## src/rtl/fsm_ctrl_pkg.sv

```systemverilog
// Shared types and constants for the control-FSM command path.
// Holds the arbiter state encoding (one-hot, 3-bit), the default command
// width and the safe command value driven whenever no grant is active.
package fsm_ctrl_pkg;

    // Only these three encodings are legal; anything else is recovered.
    typedef enum logic [2:0] {
        ST_IDLE    = 3'b001,
        ST_GRANT   = 3'b010,
        ST_RELEASE = 3'b100
    } state_t;

    localparam int CMD_W_DFLT = 3;
    localparam logic [CMD_W_DFLT-1:0] CMD_SAFE = '0;

    localparam int CNT_W = 8;

endpackage

```

## src/rtl/fsm_cmd_arbiter_if.sv

```systemverilog
// Requester/FSM-side bundle of the command arbiter.
// master: requester side (drives req/cmd, observes grant and status).
// slave:  arbiter side (samples req/cmd, drives grant, command and status).
interface fsm_cmd_arbiter_if #(
    parameter int NUM_REQ = 4,
    parameter int CMD_W   = 3
);
    logic [NUM_REQ-1:0]       req;
    logic [NUM_REQ*CMD_W-1:0] cmd;
    logic [NUM_REQ-1:0]       gnt;
    logic [CMD_W-1:0]         fsm_cmd;
    logic                     fsm_cmd_valid;
    logic                     busy;
    logic                     timeout;
    logic                     illegal_state;

    modport master (
        output req, cmd,
        input  gnt, fsm_cmd, fsm_cmd_valid, busy, timeout, illegal_state
    );

    modport slave (
        input  req, cmd,
        output gnt, fsm_cmd, fsm_cmd_valid, busy, timeout, illegal_state
    );
endinterface

```

## src/rtl/fsm_cmd_arbiter_rr_pick.sv

```systemverilog
// Round-robin priority search: first set req bit at or above ptr, wrapping.
// Latency: purely combinational.
// Ports: req/ptr in; any (some request pending) and winner index out.
module rr_pick #(
    parameter int N     = 4,
    parameter int IDX_W = $clog2(N)
) (
    input  logic [N-1:0]     req,
    input  logic [IDX_W-1:0] ptr,
    output logic             any,
    output logic [IDX_W-1:0] winner
);
    // One extra bit so ptr + k cannot overflow before the modulo fold.
    localparam int SW = IDX_W + 1;

    logic          found;
    logic [SW-1:0] sum;
    logic [IDX_W-1:0] sel;

    always_comb begin
        any    = |req;
        winner = '0;
        found  = 1'b0;
        sum    = '0;
        sel    = '0;
        for (int k = 0; k < N; k++) begin
            sum = {1'b0, ptr} + SW'(k);
            if (sum >= SW'(N)) begin
                sum = sum - SW'(N);
            end
            sel = sum[IDX_W-1:0];
            if (!found && req[sel]) begin
                winner = sel;
                found  = 1'b1;
            end
        end
    end
endmodule

```

## src/rtl/fsm_cmd_arbiter.sv

```systemverilog
// Round-robin arbiter sharing the control FSM command input among requesters.
// Latency: req seen in IDLE at edge N -> grant/command valid after edge N; 2 dead cycles between grants.
// Backpressure: level requests wait in place; a grant ends on req drop or after MAX_HOLD cycles.
// Ports: clk, rst_n (async active-low), bus (slave side: req/cmd in; gnt, fsm_cmd,
// fsm_cmd_valid, busy, timeout, sticky illegal_state out).
module fsm_cmd_arbiter
    import fsm_ctrl_pkg::*;
#(
    parameter int NUM_REQ  = 4,
    parameter int CMD_W    = CMD_W_DFLT,
    parameter int MAX_HOLD = 8
) (
    input  logic              clk,
    input  logic              rst_n,
    fsm_cmd_arbiter_if.slave  bus
);
    localparam int IDX_W = $clog2(NUM_REQ);
    localparam logic [CNT_W-1:0] HOLD_LIMIT = CNT_W'(MAX_HOLD);
    localparam logic [IDX_W-1:0] LAST_IDX   = IDX_W'(NUM_REQ - 1);

    state_t           state, state_nxt;
    logic [IDX_W-1:0] ptr, ptr_nxt;
    logic [IDX_W-1:0] winner, winner_nxt;
    logic [CNT_W-1:0] cnt, cnt_nxt;
    logic [CMD_W-1:0] cmd_reg, cmd_reg_nxt;
    logic             to_flag, to_flag_nxt;
    logic             illegal_q, illegal_nxt;

    logic             pick_any;
    logic [IDX_W-1:0] pick_idx;

    logic [NUM_REQ-1:0] gnt_o;
    logic [CMD_W-1:0]   fsm_cmd_o;
    logic               valid_o;
    logic               busy_o;
    logic               timeout_o;

    rr_pick #(
        .N     (NUM_REQ),
        .IDX_W (IDX_W)
    ) u_rr_pick (
        .req    (bus.req),
        .ptr    (ptr),
        .any    (pick_any),
        .winner (pick_idx)
    );

    always_ff @(posedge clk or negedge rst_n) begin
        if (!rst_n) begin
            state     <= ST_IDLE;
            ptr       <= '0;
            winner    <= '0;
            cnt       <= '0;
            cmd_reg   <= '0;
            to_flag   <= 1'b0;
            illegal_q <= 1'b0;
        end else begin
            state     <= state_nxt;
            ptr       <= ptr_nxt;
            winner    <= winner_nxt;
            cnt       <= cnt_nxt;
            cmd_reg   <= cmd_reg_nxt;
            to_flag   <= to_flag_nxt;
            illegal_q <= illegal_nxt;
        end
    end

    always_comb begin
        state_nxt   = state;
        ptr_nxt     = ptr;
        winner_nxt  = winner;
        cnt_nxt     = cnt;
        cmd_reg_nxt = cmd_reg;
        to_flag_nxt = to_flag;
        illegal_nxt = illegal_q;
        case (state)
            ST_IDLE: begin
                if (pick_any) begin
                    state_nxt   = ST_GRANT;
                    winner_nxt  = pick_idx;
                    // Command is captured once here; later cmd changes are ignored.
                    cmd_reg_nxt = bus.cmd[int'(pick_idx)*CMD_W +: CMD_W];
                    cnt_nxt     = CNT_W'(1);
                    to_flag_nxt = 1'b0;
                end
            end
            ST_GRANT: begin
                // A req drop wins over the hold limit on the same edge.
                if (!bus.req[winner]) begin
                    state_nxt   = ST_RELEASE;
                    to_flag_nxt = 1'b0;
                end else if (cnt == HOLD_LIMIT) begin
                    state_nxt   = ST_RELEASE;
                    to_flag_nxt = 1'b1;
                end else begin
                    cnt_nxt = cnt + CNT_W'(1);
                end
            end
            ST_RELEASE: begin
                state_nxt   = ST_IDLE;
                to_flag_nxt = 1'b0;
                ptr_nxt     = (winner == LAST_IDX) ? '0 : winner + IDX_W'(1);
            end
            default: begin
                // Corrupted encoding: recover, leave ptr alone, latch the flag.
                state_nxt   = ST_IDLE;
                to_flag_nxt = 1'b0;
                illegal_nxt = 1'b1;
            end
        endcase
    end

    // Outputs decode only the state register and other flops, so nothing
    // combinational reaches them from req/cmd. Exact-match decode keeps an
    // illegal encoding at all-zero outputs.
    always_comb begin
        gnt_o     = '0;
        fsm_cmd_o = CMD_W'(CMD_SAFE);
        valid_o   = 1'b0;
        busy_o    = 1'b0;
        timeout_o = 1'b0;
        if (state == ST_GRANT) begin
            gnt_o[winner] = 1'b1;
            fsm_cmd_o     = cmd_reg;
            valid_o       = 1'b1;
            busy_o        = 1'b1;
        end else if (state == ST_RELEASE) begin
            busy_o    = 1'b1;
            timeout_o = to_flag;
        end
    end

    assign bus.gnt           = gnt_o;
    assign bus.fsm_cmd       = fsm_cmd_o;
    assign bus.fsm_cmd_valid = valid_o;
    assign bus.busy          = busy_o;
    assign bus.timeout       = timeout_o;
    assign bus.illegal_state = illegal_q;

endmodule
```

## src/flat_wrapper.sv

```systemverilog
// flat-port wrapper written by rule: the top's interface ports become plain ports
module fsm_cmd_arbiter_flat import fsm_ctrl_pkg::*;
#(
    parameter int NUM_REQ  = 4,
    parameter int CMD_W    = CMD_W_DFLT,
    parameter int MAX_HOLD = 8
)
  (clk, rst_n, bus_req, bus_cmd, bus_gnt, bus_fsm_cmd, bus_fsm_cmd_valid, bus_busy, bus_timeout, bus_illegal_state);
  fsm_cmd_arbiter_if #(.NUM_REQ(NUM_REQ), .CMD_W(CMD_W)) bus_i ();
  input  logic clk;
  input  logic rst_n;
  input wire logic [$bits(bus_i.req)-1:0] bus_req;
  input wire logic [$bits(bus_i.cmd)-1:0] bus_cmd;
  output wire logic [$bits(bus_i.gnt)-1:0] bus_gnt;
  output wire logic [$bits(bus_i.fsm_cmd)-1:0] bus_fsm_cmd;
  output wire logic [$bits(bus_i.fsm_cmd_valid)-1:0] bus_fsm_cmd_valid;
  output wire logic [$bits(bus_i.busy)-1:0] bus_busy;
  output wire logic [$bits(bus_i.timeout)-1:0] bus_timeout;
  output wire logic [$bits(bus_i.illegal_state)-1:0] bus_illegal_state;
  assign bus_i.req = bus_req;
  assign bus_i.cmd = bus_cmd;
  assign bus_gnt = bus_i.gnt;
  assign bus_fsm_cmd = bus_i.fsm_cmd;
  assign bus_fsm_cmd_valid = bus_i.fsm_cmd_valid;
  assign bus_busy = bus_i.busy;
  assign bus_timeout = bus_i.timeout;
  assign bus_illegal_state = bus_i.illegal_state;
  fsm_cmd_arbiter #(.NUM_REQ(NUM_REQ), .CMD_W(CMD_W), .MAX_HOLD(MAX_HOLD)) u_core (.clk(clk), .rst_n(rst_n), .bus(bus_i));
endmodule
```

## config.mk

```make
export PLATFORM = sky130hd
export DESIGN_NAME = fsm_cmd_arbiter_flat
export DESIGN_NICKNAME = d
export VERILOG_FILES = /design/src/rtl/fsm_ctrl_pkg.sv /design/src/rtl/fsm_cmd_arbiter_if.sv /design/src/rtl/fsm_cmd_arbiter_rr_pick.sv /design/src/rtl/fsm_cmd_arbiter.sv /design/src/flat_wrapper.sv
export SDC_FILE = /design/constraint.sdc
export NUM_CORES = 1
export LEC_CHECK = 0
export BUFFER_PORTS_ARGS = -buffer_cell sky130_fd_sc_hd__buf_2
export CORE_UTILIZATION = 40
export DETAILED_ROUTE_END_ITERATION = 8
export GPL_TIMING_DRIVEN = 0
export PLACE_DENSITY_LB_ADDON = 0.2
export SETUP_SLACK_MARGIN = 0.15
export SYNTH_ARGS = -nofsm -noshare
export SYNTH_HDL_FRONTEND = slang
export SYNTH_SLANG_ARGS = --single-unit
```

## constraint.sdc

```tcl
create_clock -name clk -period 1.7 [get_ports clk]
set_input_delay 0.17 -clock clk [delete_from_list [all_inputs] [get_ports clk]]
set_output_delay 0.17 -clock clk [all_outputs]
set_load 0.01 [all_outputs]
```

==> impl_metrics.xml <==
<?xml version="1.0" encoding="UTF-8"?>
<metrics>
  <group name="run_status">
    <metric name="status" unit="">finished, violations left</metric>
    <metric name="failed_checks" unit="">negative setup slack</metric>
  </group>
  <group name="finish">
    <metric name="post-route-cell-area" unit="um^2">2180</metric>
    <metric name="post_route_cells_drive_above_1_share" unit="%">56.0</metric>
    <metric name="largest_register_ffs" unit="">8</metric>
    <metric name="syn_to_final_growth" unit="%">63.1</metric>
    <metric name="diodes" unit="">0</metric>
    <metric name="nNetsFinal" unit="">225</metric>
  </group>
  <group name="clocking">
    <metric name="number_of_buffers_added_by_the_clock_tree_synthesis_step" unit="">3</metric>
    <metric name="cts.sinks" unit="">20</metric>
    <metric name="path_clk_slew" unit="ns">0.13</metric>
    <metric name="clk_root_buffer_cell" unit="">sky130_fd_sc_hd__clkbuf_4</metric>
    <metric name="htreeDepth" unit="">1</metric>
    <metric name="insertion_delay" unit="ns">0.32</metric>
    <metric name="tritoncts_clock_tree" unit="">yes</metric>
    <metric name="clock_tree.buffer_depth" unit="">2</metric>
  </group>
  <group name="synth">
    <metric name="synth_seq_cells" unit="">20</metric>
    <metric name="netlist_area" unit="um^2">1340</metric>
    <metric name="async_s_r_ff_share_synth" unit="%">100</metric>
    <metric name="most_frequently_used_cell_type_in_the_post_synthesis_netlist" unit="">sky130_fd_sc_hd__dfrtp_1</metric>
    <metric name="synthesis.area_per_instance" unit="um^2">9.97</metric>
    <metric name="synth_top_cell_by_area" unit="">sky130_fd_sc_hd__dfrtp_1</metric>
    <metric name="yosys-top-cells-area" unit="">sky130_fd_sc_hd__dfrtp_1 (36%), sky130_fd_sc_hd__ha_1 (5.6%), sky130_fd_sc_hd__xnor2_1 (4.6%)</metric>
    <metric name="dominantRegCellSynth" unit="">sky130_fd_sc_hd__dfrtp_1</metric>
    <metric name="synth.lib_cells_used.distinct" unit="">41</metric>
    <metric name="yosysSeqAreaShare" unit="%">37.5</metric>
    <metric name="synth-edff-count" unit="">0</metric>
    <metric name="yosysTopAreaCellShare" unit="%">35.6</metric>
    <metric name="synth_cells" unit="">134</metric>
    <metric name="mappedNetlistNets" unit="">158</metric>
    <metric name="synth_commonest_cells" unit="">sky130_fd_sc_hd__dfrtp_1 (19), sky130_fd_sc_hd__nor2_1 (13), sky130_fd_sc_hd__nand2_1 (10)</metric>
    <metric name="synthesis.yosys.warnings" unit="">0</metric>
  </group>
  <group name="placed_design">
    <metric name="hpwlAfterDp" unit="mm">2.23</metric>
    <metric name="dpl-instance-area" unit="um^2">1550</metric>
    <metric name="port_buffers" unit="">28</metric>
    <metric name="finalWeightedCongestion" unit="">0.786</metric>
  </group>
  <group name="grt">
    <metric name="grt_antenna_before_repair" unit="">0</metric>
    <metric name="number_of_global_route_vias_before_repair" unit="">1274</metric>
    <metric name="globalRouteOverflowTotal" unit="">0</metric>
    <metric name="grt_usage" unit="%">22.1</metric>
    <metric name="grt_first_pass_wirelength" unit="mm">5.84</metric>
    <metric name="grt_start_max_net_pins" unit="">21</metric>
  </group>
  <group name="worst_setup_path">
    <metric name="cp_data_required_time" unit="ns">1.92</metric>
    <metric name="worst-path-buf-inv" unit="">2</metric>
    <metric name="startpoint_class_of_the_critical_path" unit="">flop</metric>
    <metric name="critPathCaptureType" unit="">flop</metric>
    <metric name="timing.setup.critical_path_class" unit="">flop to flop</metric>
    <metric name="cpPeakStageDelay" unit="ns">0.40</metric>
    <metric name="crit_arrival" unit="ns">2.02</metric>
    <metric name="r2r_start" unit="">u_core.cnt[1]</metric>
    <metric name="critPathTopFamily" unit="">compound AO/OA/AOI/OAI gates</metric>
    <metric name="ff2ff_setup_slack" unit="ns">-0.10</metric>
    <metric name="critical_path.max_fanout" unit="">4</metric>
    <metric name="r2r-end" unit="">u_core.cnt[6]</metric>
    <metric name="critical_path_cell_with_the_highest_stage_delay" unit="">sky130_fd_sc_hd__dfrtp_1</metric>
    <metric name="timing.critical_path.cells" unit="">inv_1, ha_4, nand4bb_4, o41ai_4, buf_4, a2111oi_4, xnor2_1, nor2_1</metric>
    <metric name="rr_worst_depth" unit="">8</metric>
  </group>
  <group name="routing">
    <metric name="final_antenna_net_count" unit="">0</metric>
    <metric name="detail_route.vias_per_cell" unit="">5.29</metric>
    <metric name="wire_per_inst" unit="um">16.3</metric>
    <metric name="drtPass1Iterations" unit="">4</metric>
    <metric name="route.vias.total" unit="">1291</metric>
    <metric name="wl" unit="mm">3.99</metric>
    <metric name="detail_route.drc_violations" unit="">0</metric>
    <metric name="drt_first_iter_violations" unit="">63</metric>
  </group>
  <group name="sta">
    <metric name="report.final.slew_viol_count" unit="">0</metric>
    <metric name="max_slew_margin" unit="%">68.3</metric>
    <metric name="actual_slew_at_the_worst_max_slew_pin" unit="ns">0.476</metric>
    <metric name="rsz_0062_raised_after_global_routing" unit="">true</metric>
    <metric name="layout_min_cycle_time" unit="ns">1.80</metric>
    <metric name="final.period_utilization" unit="%">106</metric>
    <metric name="timing.final.hold_violations" unit="">0</metric>
    <metric name="report.final.setup_viol" unit="">15</metric>
    <metric name="setup_tns" unit="ns">-0.772</metric>
    <metric name="clock.fmax" unit="MHz">556</metric>
    <metric name="fin_ws" unit="ns">-0.100</metric>
    <metric name="worst_skew" unit="ns">0.00729</metric>
  </group>
  <group name="floorplanning">
    <metric name="chipWidth" unit="um">59.8</metric>
    <metric name="io_pins" unit="">29</metric>
    <metric name="initial_core_util" unit="%">43.1</metric>
    <metric name="num_rows" unit="">20</metric>
    <metric name="core_ar" unit="um^2">3100</metric>
    <metric name="die_y" unit="um">59.8</metric>
    <metric name="die_footprint" unit="um^2">3580</metric>
  </group>
  <group name="run">
    <metric name="drv_cap" unit="">0</metric>
  </group>
  <group name="hold_path">
    <metric name="hold_class" unit="">input pin to flop</metric>
    <metric name="hold_path_depth" unit="">3</metric>
    <metric name="hp-start" unit="">bus_cmd[0]</metric>
    <metric name="min_to" unit="">u_core.cmd_reg[0]</metric>
  </group>
  <group name="power">
    <metric name="power.static_leakage" unit="nW">0.931</metric>
    <metric name="power.ir.vdd_worst" unit="mV">0.713</metric>
    <metric name="power.density_cell_area" unit="nW/um^2">1640</metric>
  </group>
</metrics>
[area by class of cell]
cell class	count	area [um^2]
Tap cell	44	55.1
Timing Repair Buffer	62	528
Inverter	5	18.8
Fill cell	223	923
Sequential cell	20	505
Clock buffer	4	36.3
Buffer	3	37.5
Multi-Input combinational cell	106	998
[report_power, final]
group | total [W] | internal [W] | leakage [nW] | switching (W)
registers | 0.000784 | 0.000629 | 0.250 | 0.000155
logic | 0.00248 | 0.00136 | 0.660 | 0.00112
clock network | 0.000304 | 0.000131 | 0.0210 | 0.000173
total | 0.00357 | 0.00212 | 0.931 | 0.00145
[what timing repair did]
action                                 4_1_cts  5_1_grt
endpoints found under the hold margin       19        0
hold buffers                                 1        0
gates resized for setup                     25       47
setup endpoints to repair                   24       24
pin swaps                                   13       13
cloned                                       1        0
buffers inserted                            18       14
[layout by cell type (no fill, tap or decap), types with 2 or more instances in the layout]
cell	Yosys	routed
sky130_fd_sc_hd__buf_6	0	22
sky130_fd_sc_hd__buf_2	1	19
sky130_fd_sc_hd__buf_4	0	19
sky130_fd_sc_hd__dfrtp_1	19	16
sky130_fd_sc_hd__nor2_1	13	12
sky130_fd_sc_hd__and2_4	0	8
sky130_fd_sc_hd__nand2_1	10	8
sky130_fd_sc_hd__xnor2_1	7	6
sky130_fd_sc_hd__ha_1	6	5
sky130_fd_sc_hd__inv_1	5	4
sky130_fd_sc_hd__and4_1	4	4
sky130_fd_sc_hd__a21oi_2	1	4
sky130_fd_sc_hd__a21o_1	4	4
sky130_fd_sc_hd__nand3_1	5	4
sky130_fd_sc_hd__a211oi_2	0	3
sky130_fd_sc_hd__o31a_1	3	3
sky130_fd_sc_hd__o21ai_1	2	3
sky130_fd_sc_hd__clkbuf_4	0	3
sky130_fd_sc_hd__dfrtp_2	0	3
sky130_fd_sc_hd__nor3b_4	1	2
sky130_fd_sc_hd__buf_8	0	2
sky130_fd_sc_hd__nand4_1	2	2
sky130_fd_sc_hd__nand2b_1	2	2
sky130_fd_sc_hd__nor3_4	0	2
sky130_fd_sc_hd__o21ai_2	0	2
sky130_fd_sc_hd__mux2i_1	3	2
sky130_fd_sc_hd__o311ai_1	3	2
sky130_fd_sc_hd__a211oi_1	5	2
sky130_fd_sc_hd__buf_12	0	2
[cells by family (layout without fill, tap and decap cells)]
family | count (synthesis) | after routing | synth area share [%]
fa+ha+maj | 6 | 6 | 5.62
compound gates | 31 | 31 | 19.2
xor+xnor | 7 | 7 | 4.59
mux | 6 | 6 | 6.46
simple gates | 56 | 56 | 24.3
buf+inv | 8 | 74 | 2.34
flops | 20 | 20 | 37.5
[how the worst max path moves through the flow]
stage,from,to,slack (ns),cells past startpoint
detailed placement,u_core.cnt[0],u_core.cnt[2],-0.30,7
floorplan,u_core.cnt[0],u_core.cnt[2],-0.06,7
global route,u_core.cnt[1],u_core.cnt[6],-0.18,8
finish,u_core.cnt[1],u_core.cnt[6],-0.10,8
global placement,u_core.cnt[0],u_core.cnt[2],-0.28,7
CTS,u_core.state[0],u_core.cmd_reg[2],-0.09,6
[metal layers]
layer	global-route usage [%]	part of all wire, %	up-vias
met5	0	0	-
met4	6.64	1.5	0
met3	3.03	3.4	7
met2	39.4	51	35
met1	27.4	44	626
li1	-	-	623
[through the flow]
stage	hold slack, ns	std cells	total power (W)	worst slack (ns)	util [%]
floorplan	-0.126	134	0.00162	-0.0607	-
global placement	0.149	206	0.00189	-0.280	50.0
detailed placement	0.150	206	0.00193	-0.299	50.0
CTS	0.215	230	0.00278	-0.0884	60.2
global route	0.200	244	0.00377	-0.178	70.2
finish	0.203	244	0.00357	-0.100	70.2
[worst register-to-register path, cell delays in order, from the launching register on]
cell and delay [ns]:
sky130_fd_sc_hd__dfrtp_1 0.40, sky130_fd_sc_hd__inv_1 0.11, sky130_fd_sc_hd__ha_4 0.16, sky130_fd_sc_hd__nand4bb_4 0.13
sky130_fd_sc_hd__o41ai_4 0.39, sky130_fd_sc_hd__buf_4 0.23, sky130_fd_sc_hd__a2111oi_4 0.07, sky130_fd_sc_hd__xnor2_1 0.17
sky130_fd_sc_hd__nor2_1 0.05
No activity file was read; power rests on OpenSTA's default activity.
